`src/rtl/result_formatter.sv`:
```
// Converts a captured 32-bit ALU result to an ASCII hex line streamed over valid/ready.
// Optional build macro: FMT_ZERO_SUPPRESS_EN (skip leading zero digits).
module result_formatter #(
  parameter int NUM_DIGITS = 8,
  parameter int EOL_CRLF   = 1
) (
  input  logic        clk,
  input  logic        rst,
  input  logic        alu_done,
  input  logic [31:0] calc_res,
  input  logic [3:0]  dtype,
  input  logic        tx_ready,
  output logic        tx_valid,
  output logic [7:0]  tx_data,
  output logic        busy,
  output logic        fmt_done,
  output logic        drop
);

  localparam int CW = (NUM_DIGITS > 1) ? $clog2(NUM_DIGITS) : 1;
  localparam logic [CW-1:0] LAST_DIGIT = CW'(NUM_DIGITS - 1);

  typedef enum logic [2:0] {S_IDLE, S_SIGN, S_DIGIT, S_CR, S_LF} state_t;

  state_t          state_q, state_d;
  logic [31:0]     val_q, val_d;
  logic            neg_q, neg_d;
  logic [CW-1:0]   cnt_q, cnt_d;
  logic            tx_valid_q, tx_valid_d;
  logic [7:0]      tx_data_q, tx_data_d;
  logic            busy_q, busy_d;
  logic            fmt_done_q, fmt_done_d;
  logic            drop_q, drop_d;

  logic            accept;
  logic            cap_neg;
  logic [31:0]     cap_mag;
  logic [CW-1:0]   cap_first;
  logic [CW-1:0]   val_first;

  function automatic logic [7:0] hex_ascii(input logic [3:0] n);
    return (n < 4'd10) ? (8'h30 + {4'h0, n}) : (8'h37 + {4'h0, n});
  endfunction

  // Counter value c selects the c-th digit counted from the most significant one.
  function automatic logic [3:0] nibble_at(input logic [31:0] v, input logic [CW-1:0] c);
    logic [31:0] t;
    t = v >> (4 * (NUM_DIGITS - 1 - int'(c)));
    return t[3:0];
  endfunction

  function automatic logic [CW-1:0] first_digit(input logic [31:0] v);
`ifdef FMT_ZERO_SUPPRESS_EN
    logic [CW-1:0] f;
    logic          found;
    f     = LAST_DIGIT;
    found = 1'b0;
    for (int i = 0; i < NUM_DIGITS; i++) begin
      if (!found && nibble_at(v, CW'(i)) != 4'h0) begin
        f     = CW'(i);
        found = 1'b1;
      end
    end
    return f;
`else
    return (v == v) ? '0 : '0;
`endif
  endfunction

  assign accept    = tx_valid_q & tx_ready;
  assign cap_neg   = (dtype == 4'h1) & calc_res[31];
  assign cap_mag   = cap_neg ? (~calc_res + 32'd1) : calc_res;
  assign cap_first = first_digit(cap_mag);
  assign val_first = first_digit(val_q);

  always_comb begin
    state_d    = state_q;
    val_d      = val_q;
    neg_d      = neg_q;
    cnt_d      = cnt_q;
    tx_valid_d = tx_valid_q;
    tx_data_d  = tx_data_q;
    busy_d     = busy_q;
    fmt_done_d = 1'b0;
    drop_d     = alu_done & busy_q;

    case (state_q)
      S_IDLE: begin
        if (alu_done) begin
          neg_d      = cap_neg;
          val_d      = cap_mag;
          busy_d     = 1'b1;
          tx_valid_d = 1'b1;
          if (cap_neg) begin
            state_d   = S_SIGN;
            tx_data_d = 8'h2D;
          end else begin
            state_d   = S_DIGIT;
            cnt_d     = cap_first;
            tx_data_d = hex_ascii(nibble_at(cap_mag, cap_first));
          end
        end
      end
      S_SIGN: begin
        if (accept) begin
          state_d   = S_DIGIT;
          cnt_d     = val_first;
          tx_data_d = hex_ascii(nibble_at(val_q, val_first));
        end
      end
      S_DIGIT: begin
        if (accept) begin
          if (cnt_q == LAST_DIGIT) begin
            cnt_d = '0;
            if (EOL_CRLF != 0) begin
              state_d   = S_CR;
              tx_data_d = 8'h0D;
            end else begin
              state_d   = S_LF;
              tx_data_d = 8'h0A;
            end
          end else begin
            cnt_d     = cnt_q + 1'b1;
            tx_data_d = hex_ascii(nibble_at(val_q, cnt_q + 1'b1));
          end
        end
      end
      S_CR: begin
        if (accept) begin
          state_d   = S_LF;
          tx_data_d = 8'h0A;
        end
      end
      S_LF: begin
        // Terminator accepted: free the block so a new result can be captured next cycle.
        if (accept) begin
          state_d    = S_IDLE;
          tx_valid_d = 1'b0;
          tx_data_d  = 8'h00;
          busy_d     = 1'b0;
          fmt_done_d = 1'b1;
        end
      end
      default: begin
        state_d    = S_IDLE;
        tx_valid_d = 1'b0;
        busy_d     = 1'b0;
      end
    endcase
  end

  always_ff @(posedge clk or posedge rst) begin
    if (rst) begin
      state_q    <= S_IDLE;
      val_q      <= 32'h0;
      neg_q      <= 1'b0;
      cnt_q      <= '0;
      tx_valid_q <= 1'b0;
      tx_data_q  <= 8'h00;
      busy_q     <= 1'b0;
      fmt_done_q <= 1'b0;
      drop_q     <= 1'b0;
    end else begin
      state_q    <= state_d;
      val_q      <= val_d;
      neg_q      <= neg_d;
      cnt_q      <= cnt_d;
      tx_valid_q <= tx_valid_d;
      tx_data_q  <= tx_data_d;
      busy_q     <= busy_d;
      fmt_done_q <= fmt_done_d;
      drop_q     <= drop_d;
    end
  end

  assign tx_valid = tx_valid_q;
  assign tx_data  = tx_data_q;
  assign busy     = busy_q;
  assign fmt_done = fmt_done_q;
  assign drop     = drop_q;

endmodule

```
`config.mk`:
```
export PLATFORM = sky130hd
export DESIGN_NAME = result_formatter
export DESIGN_NICKNAME = d
export VERILOG_FILES = /design/src/rtl/result_formatter.sv
export SDC_FILE = /design/constraint.sdc
export NUM_CORES = 1
export LEC_CHECK = 0
export BUFFER_PORTS_ARGS = -buffer_cell sky130_fd_sc_hd__buf_2
export CAP_MARGIN = 20
export CORE_MARGIN = 1.5
export CORE_UTILIZATION = 45
export CTS_BUF_LIST = sky130_fd_sc_hd__clkbuf_8
export DETAILED_ROUTE_END_ITERATION = 7
export PLACE_DENSITY = 0.72
export SKIP_CTS_REPAIR_TIMING = 1
export SLEW_MARGIN = 25
export SYNTH_ARGS = -nofsm -noshare
export SYNTH_HDL_FRONTEND = slang
export SYNTH_SLANG_ARGS = --single-unit
```
`constraint.sdc`:
```
create_clock -name clk -period 3 [get_ports clk]
set_clock_uncertainty 0.2 [all_clocks]
set_input_delay 0.45 -clock clk [delete_from_list [all_inputs] [get_ports clk]]
set_output_delay 0.45 -clock clk [all_outputs]
set_load 0.02 [all_outputs]
```
## Word level (Yosys, flattened, before mapping)

Cells that the tools add are included.
Widths: inputs -> output; s select.

| word-level totals | value |
|---|---|
| register bits | 49 |
| word-level logic and storage cells | 77 |

| operators by class | value |
|---|---|
| $add $sub $neg | 9 |
| magnitude comparators | 3 |
| equality and inequality tests | 13 |
| shifts and indexed selects | 1 |
| multiplexer cells | 30 |
| bitwise logic cells | 5 |
| reduce and logical (&&, ||, !) cells | 9 |

Operator list:

| operator | number |
|---|---|
| $add 6x4->7 const A | 6 |
| $mux 8 | 5 |
| $pmux 8 s5 | 1 |
| $mux 7 | 5 |
| $add 32x1->32 const B | 1 |
| $mux 32 | 1 |
| $not 32->32 | 1 |
| $shr 32x32->4 | 1 |
| $mux 3 | 10 |
| $pmux 3 s5 | 1 |
| $ne 2x2->1 const B | 7 |
| $lt 4x4->1 const B | 3 |
| $reduce_and 6->1 | 2 |
| $pmux 3 s3 | 1 |
| $eq 3x2->1 const B | 2 |
| $eq 3x3->1 const B | 2 |
| $reduce_and 5->1 | 1 |
| $reduce_bool 5->1 | 1 |
| $eq 4x1->1 const B | 1 |
| $mux 1 | 4 |
| $sub 3x3->4 const A | 1 |
| $add 3x1->3 const B | 1 |
| $and 1x1->1 | 3 |
| $eq 3x1->1 const B | 1 |
| 8 further kinds | 8 |

## Depth between registers and ports, before layout

| logic depth | value |
|---|---|
| depth after elaboration | 8 |
| gate-level depth with buffers | 10 |
| depth with buffers taken out | 9 |

## Least setup slack after synthesis

OpenSTA, ideal clock, no wires.

| path | value |
|---|---|
| kind | input to register |
| start point | input calc_res[13] |
| end point | register tx_data_q[1], in the netlist tx_data[1] |
| library setup time | 0.080 ns |
| data arrival time | 2.732 ns |
| slack | -0.013 ns |
| cell stages on the path | 7 |
| path buffers | 1 |
| cell sequence | or4_4 -> or4_4 -> buf_6 -> nor3_1 -> o311ai_0 -> or4_1 -> o211ai_2 |

| between the ends | value |
|---|---|
| cells in the longest elaborated chain, start to end | 8 |
| elaborated cells between the ends (all ways) | 10 |
| classes of those cells | 3 x add/sub; 1 x order compare; 5 x mux; 1 x bitwise |

Ends and longest elaborated chain:

| item | line | RTL |
|---|---|---|
| from (decl) | 10 | `input logic [31:0] calc_res,` |
| $not 32->32 * | 72 | `assign cap_mag = cap_neg ? (~calc_res + 32'd1) : calc_res;` |
| $add 32x1->32 * | 72 |  |
| $mux 32 * | 72 |  |
| $add 6x4->7 or $lt 4x4->1 (tied branches) | 42 | `return (n < 4'd10) ? (8'h30 + {4'h0, n}) : (8'h37 + {4'h0, n});` |
| $mux 7 * | 42 |  |
| $mux 7 * | 94 | `if (cap_neg) begin` |
| $mux 8 * | 89 | `if (alu_done) begin` |
| $pmux 8 s5 * | 87 | `case (state_q)` |
| to (signal assigned) | 169 | `tx_data_q <= tx_data_d;` |
| to (decl) | 30 | `logic [7:0] tx_data_q, tx_data_d;` |

Every way passes the cells marked *; elsewhere a longest branch is shown, timed or not. The select of a mux whose other input is x is not followed.
A chain may end at the register's enable or synchronous reset.

## Worst setup path after layout

| path | value |
|---|---|
| start point | register cnt_q[0] |
| end point | register tx_data_q[2], in the netlist tx_data[2] |

| between the ends | value |
|---|---|
| cells in the longest elaborated chain, start to end | 8 |
| elaborated cells between the ends (all ways) | 11 |
| classes of those cells | 4 x add/sub; 1 x order compare; 1 x eq/ne; 1 x shift; 4 x mux |

Ends and longest elaborated chain:

| item | line | RTL |
|---|---|---|
| from (decl) | 28 | `logic [CW-1:0] cnt_q, cnt_d;` |
| from (signal assigned) | 167 | `cnt_q <= cnt_d;` |
| $add 3x1->3 | 124 | `tx_data_d = hex_ascii(nibble_at(val_q, cnt_q + 1'b1));` |
| $sub 3x3->4 | 48 | `t = v >> (4 * (NUM_DIGITS - 1 - int'(c)));` |
| $shr 32x32->4 | 48 |  |
| $add 6x4->7 or $lt 4x4->1 (tied branches) | 42 |  |
| $mux 7 | 42 |  |
| $mux 7 * | 113 | `if (cnt_q == LAST_DIGIT) begin` |
| $mux 8 * | 112 | `if (accept) begin` |
| $pmux 8 s5 * | 87 |  |

Marked as above.

==> results.md <==
- Status: finished, final reports clean
- Crit path max fanout: 4
- Global placer's final weighted congestion: approximately 0.87
- Synth Area per Inst: 8.725 sq um
- Avg WL per Cell: about 15 um
- Gr usage total: between 20% and 30%
- CP required: 3.03 ns
- Synth async-reset ratio: 100.0%
- DP Cell Count: 536
- Fin nets: 491
- Slowest-stage cell, CP: mux4_2
- Clock share of power: about 11%
- # IOs: 52
- Slew headroom: 63.71%
- Commonest non-fill, non-tap cells in the layout: 52 x nor2_1, 50 x a21oi_1, 50 x buf_2
- Commonest non-fill, non-tap cell in the layout: nor2_1
- Netlist Area Pre-Place: 0.003307 sq mm
- CP Capture Type: register
- Non-Filler Instances: 546
- Worst EP arrival: 2.85 ns
- RSZ-0062 raised after global routing: no
- Iter 0 DRT Violations: approximately 110
- Met3 wire length: 307 um
- Internal power: between 2 and 2.5 mW
- Crit path kind: register to register
- Seq pwr share: 28.7%
- Top sig layer: met4
- Die area: 0.007872 sq mm
- Critical-path cell list: ha_1, ha_4, mux4_2, mux2i_4, ha_2, nand4b_1, o211ai_1, nand3_1, o21ai_0
- Cells after Synth: between 300 and 400
- Final hold viol count: 0
- Number of global-route vias before repair: 2,881
- Main synth FF type: dfrtp_1
- Via count: 3,067
- Setup WS post-layout: 0.1716 ns
- Diodes inserted: 0
- Synth cell types: 55
- VDD IR max: 0.4107 mV
- Drt first pass iters: 4
- Period utilization: 94.28%
- Nature of the critical path startpoint: register
- Placement Setup Slack: -0.1140 ns
- Clock transition at the registers of the reported paths: 0.09 ns
- PwrDens: about 1100 mW/mm^2
- Yosys Warn Count: 0
- Initial antenna violation count: 0
- Width of the die: 88.73 um
- Sink Count: 48
- Residual DRC count: 0
- Drt via density: about 5.6
- Largest stage delay, worst path: about 0.53 ns
- Die H: 88.73 um
- Fmax: around 350 MHz
- Initial Utilization: 46.09%
- Congestion Overflow GR: 0
- Rows: 31
- Area Growth Syn to Fin: 20.36%
- Max Cap Viol: 0
- Setup TNS: 0 ns
- Skew-Pair Late Insertion Delay: 0.30 ns
- Fill cell count: 689
- CTS buffer count: 5
- Switch share: 42.39%
- Minimum clock period: 2.828 ns
- Logic pwr share: 60.3%
- First-pass GRT wire length: 13,480 um
- Pin count of the biggest net entering global routing: 43
- Metal2 WL: 4128 um
- CTS tree: yes
- H-tree depth: 2
- Lkg Pwr: 1.633 nW
- Hold crit path type: input port to register
- DP HPWL: 6459 um
- Share of cells above drive strength 1: 25.95%
- Finish-stage setup viols: 0
- Synth Net Count: 424
- Worst hold slack: 0.2215 ns
- Routed WL: 8280 um
- CTS Root Cell: clkbuf_8
- Sequential fraction of the synthesis area: 36.32%
- Worst-Margin Slew: ~0.54 ns
- Clock tree buffer depth: 2
- Switch Pwr: 1.790 mW
- Synthesis-stage register bit count: 48
- Core area: 0.007176 sq mm
- Wl on met1: 3716 um
- Post-route ant nets: 0
- IO buf count: 50
- Final Slew Violations: 0
- Number of synthesized flops with an enable pin: 0
## metal layers
metal,track usage (%),up-vias
met5,0,-
met4,7.244,0
met3,3.545,12
met2,38.15,88
met1,28.52,1466
li1,-,1501
## registers in the layout, indices dropped and copies added, names as in the netlist
name      flops
val_q        32
cnt_q         3
state_q       3
drop          1
busy          1
tx_data       7
fmt_done      1
## synthesized netlist by cell type (6+ instances only)
cell type / instances / area (sq um)
dfrtp_1: 48 / 1201
o21ai_0: 19 / 95.09
xnor2_1: 16 / 140.1
a21oi_1: 50 / 250.2
mux2i_1: 9 / 90.09
inv_1: 14 / 52.55
xor2_1: 14 / 122.6
mux4_2: 8 / 180.2
clkbuf_1: 19 / 71.32
nor2_1: 53 / 198.9
o31ai_1: 7 / 52.55
nor4_1: 6 / 37.54
nor3_1: 10 / 50.05
nand2_1: 24 / 90.09
## cell type report
class	count	area, sq um	area share, %
inverter	14	52.55	1.320
sequential	48	1201	30.18
clock buffer	5	68.82	1.729
multi-input combinational	293	1983	49.83
tap	99	123.9	3.112
clock inverter	3	42.54	1.069
timing repair buffer	84	508.0	12.76
## through the flow
| stage | area (sq um) | total power [mW] | utilization, % |
|---|---|---|---|
| floorplan | 3307 | 2.864 | - |
| global placement | 3824 | 3.562 | 53.29 |
| finish | 3980 | 4.222 | 55.47 |
| CTS | 3935 | 4.098 | 54.84 |
| detailed placement | 3824 | 3.626 | 53.29 |
| global route | 3980 | 4.544 | 55.47 |
## critical path: cells and delay by family, from the launching register on
family / cells / cell delay (ns)
adder cells (fa/ha/maj): 3 / 0.78
multiplexers: 2 / 0.71
AO/OA/AOI/OAI: 2 / 0.45
flip-flops: 1 / 0.39
AND/OR/NAND/NOR: 2 / 0.21
## path summary, 6_finish.rpt
| kind | from | end | slack [ns] | cells after the start |
|---|---|---|---|---|
| setup / recovery | cnt_q[0]$_DFFE_PP0P_ | tx_data[2]$_DFFE_PP0P_ | 0.17 | 9 |
| hold / removal | calc_res[1] | val_q[1]$_DFFE_PP0P_ | 0.22 | 3 |
| setup reg to reg | cnt_q[0]$_DFFE_PP0P_ | tx_data[2]$_DFFE_PP0P_ | 0.17 | 9 |
| hold reg to reg | tx_data[5]$_DFFE_PP0P_ | tx_data[5]$_DFFE_PP0P_ | 0.31 | 1 |
| max in group asynchronous | rst | val_q[23]$_DFFE_PP0P_ | 1.42 | 4 |
| min in group asynchronous | rst | busy$_DFFE_PP0P_ | 0.46 | 3 |
## cell families after synthesis
logic type | after synthesis | synth area share (%)
AOI/OAI and AO/OA | 114 | 21.98
xor gates and xnor gates | 30 | 7.945
adders and majority gates | 5 | 1.892
buffers and inverters | 38 | 4.767
DFF | 48 | 36.32
muxes | 20 | 9.194
other | 1 | 0.1134
and+or+nand+nor | 123 | 17.78
## power groups by stage
| stage | combinational (mW) | clock, mW | sequential (mW) |
|---|---|---|---|
| floorplan | 1.70 | 0 | 1.17 |
| global placement | 2.35 | 0 | 1.21 |
| detailed placement | 2.41 | 0 | 1.22 |
| CTS | 2.42 | 0.476 | 1.21 |
| global route | 2.81 | 0.493 | 1.25 |
| finish | 2.54 | 0.467 | 1.21 |
Power figures use the tool's default switching activity.
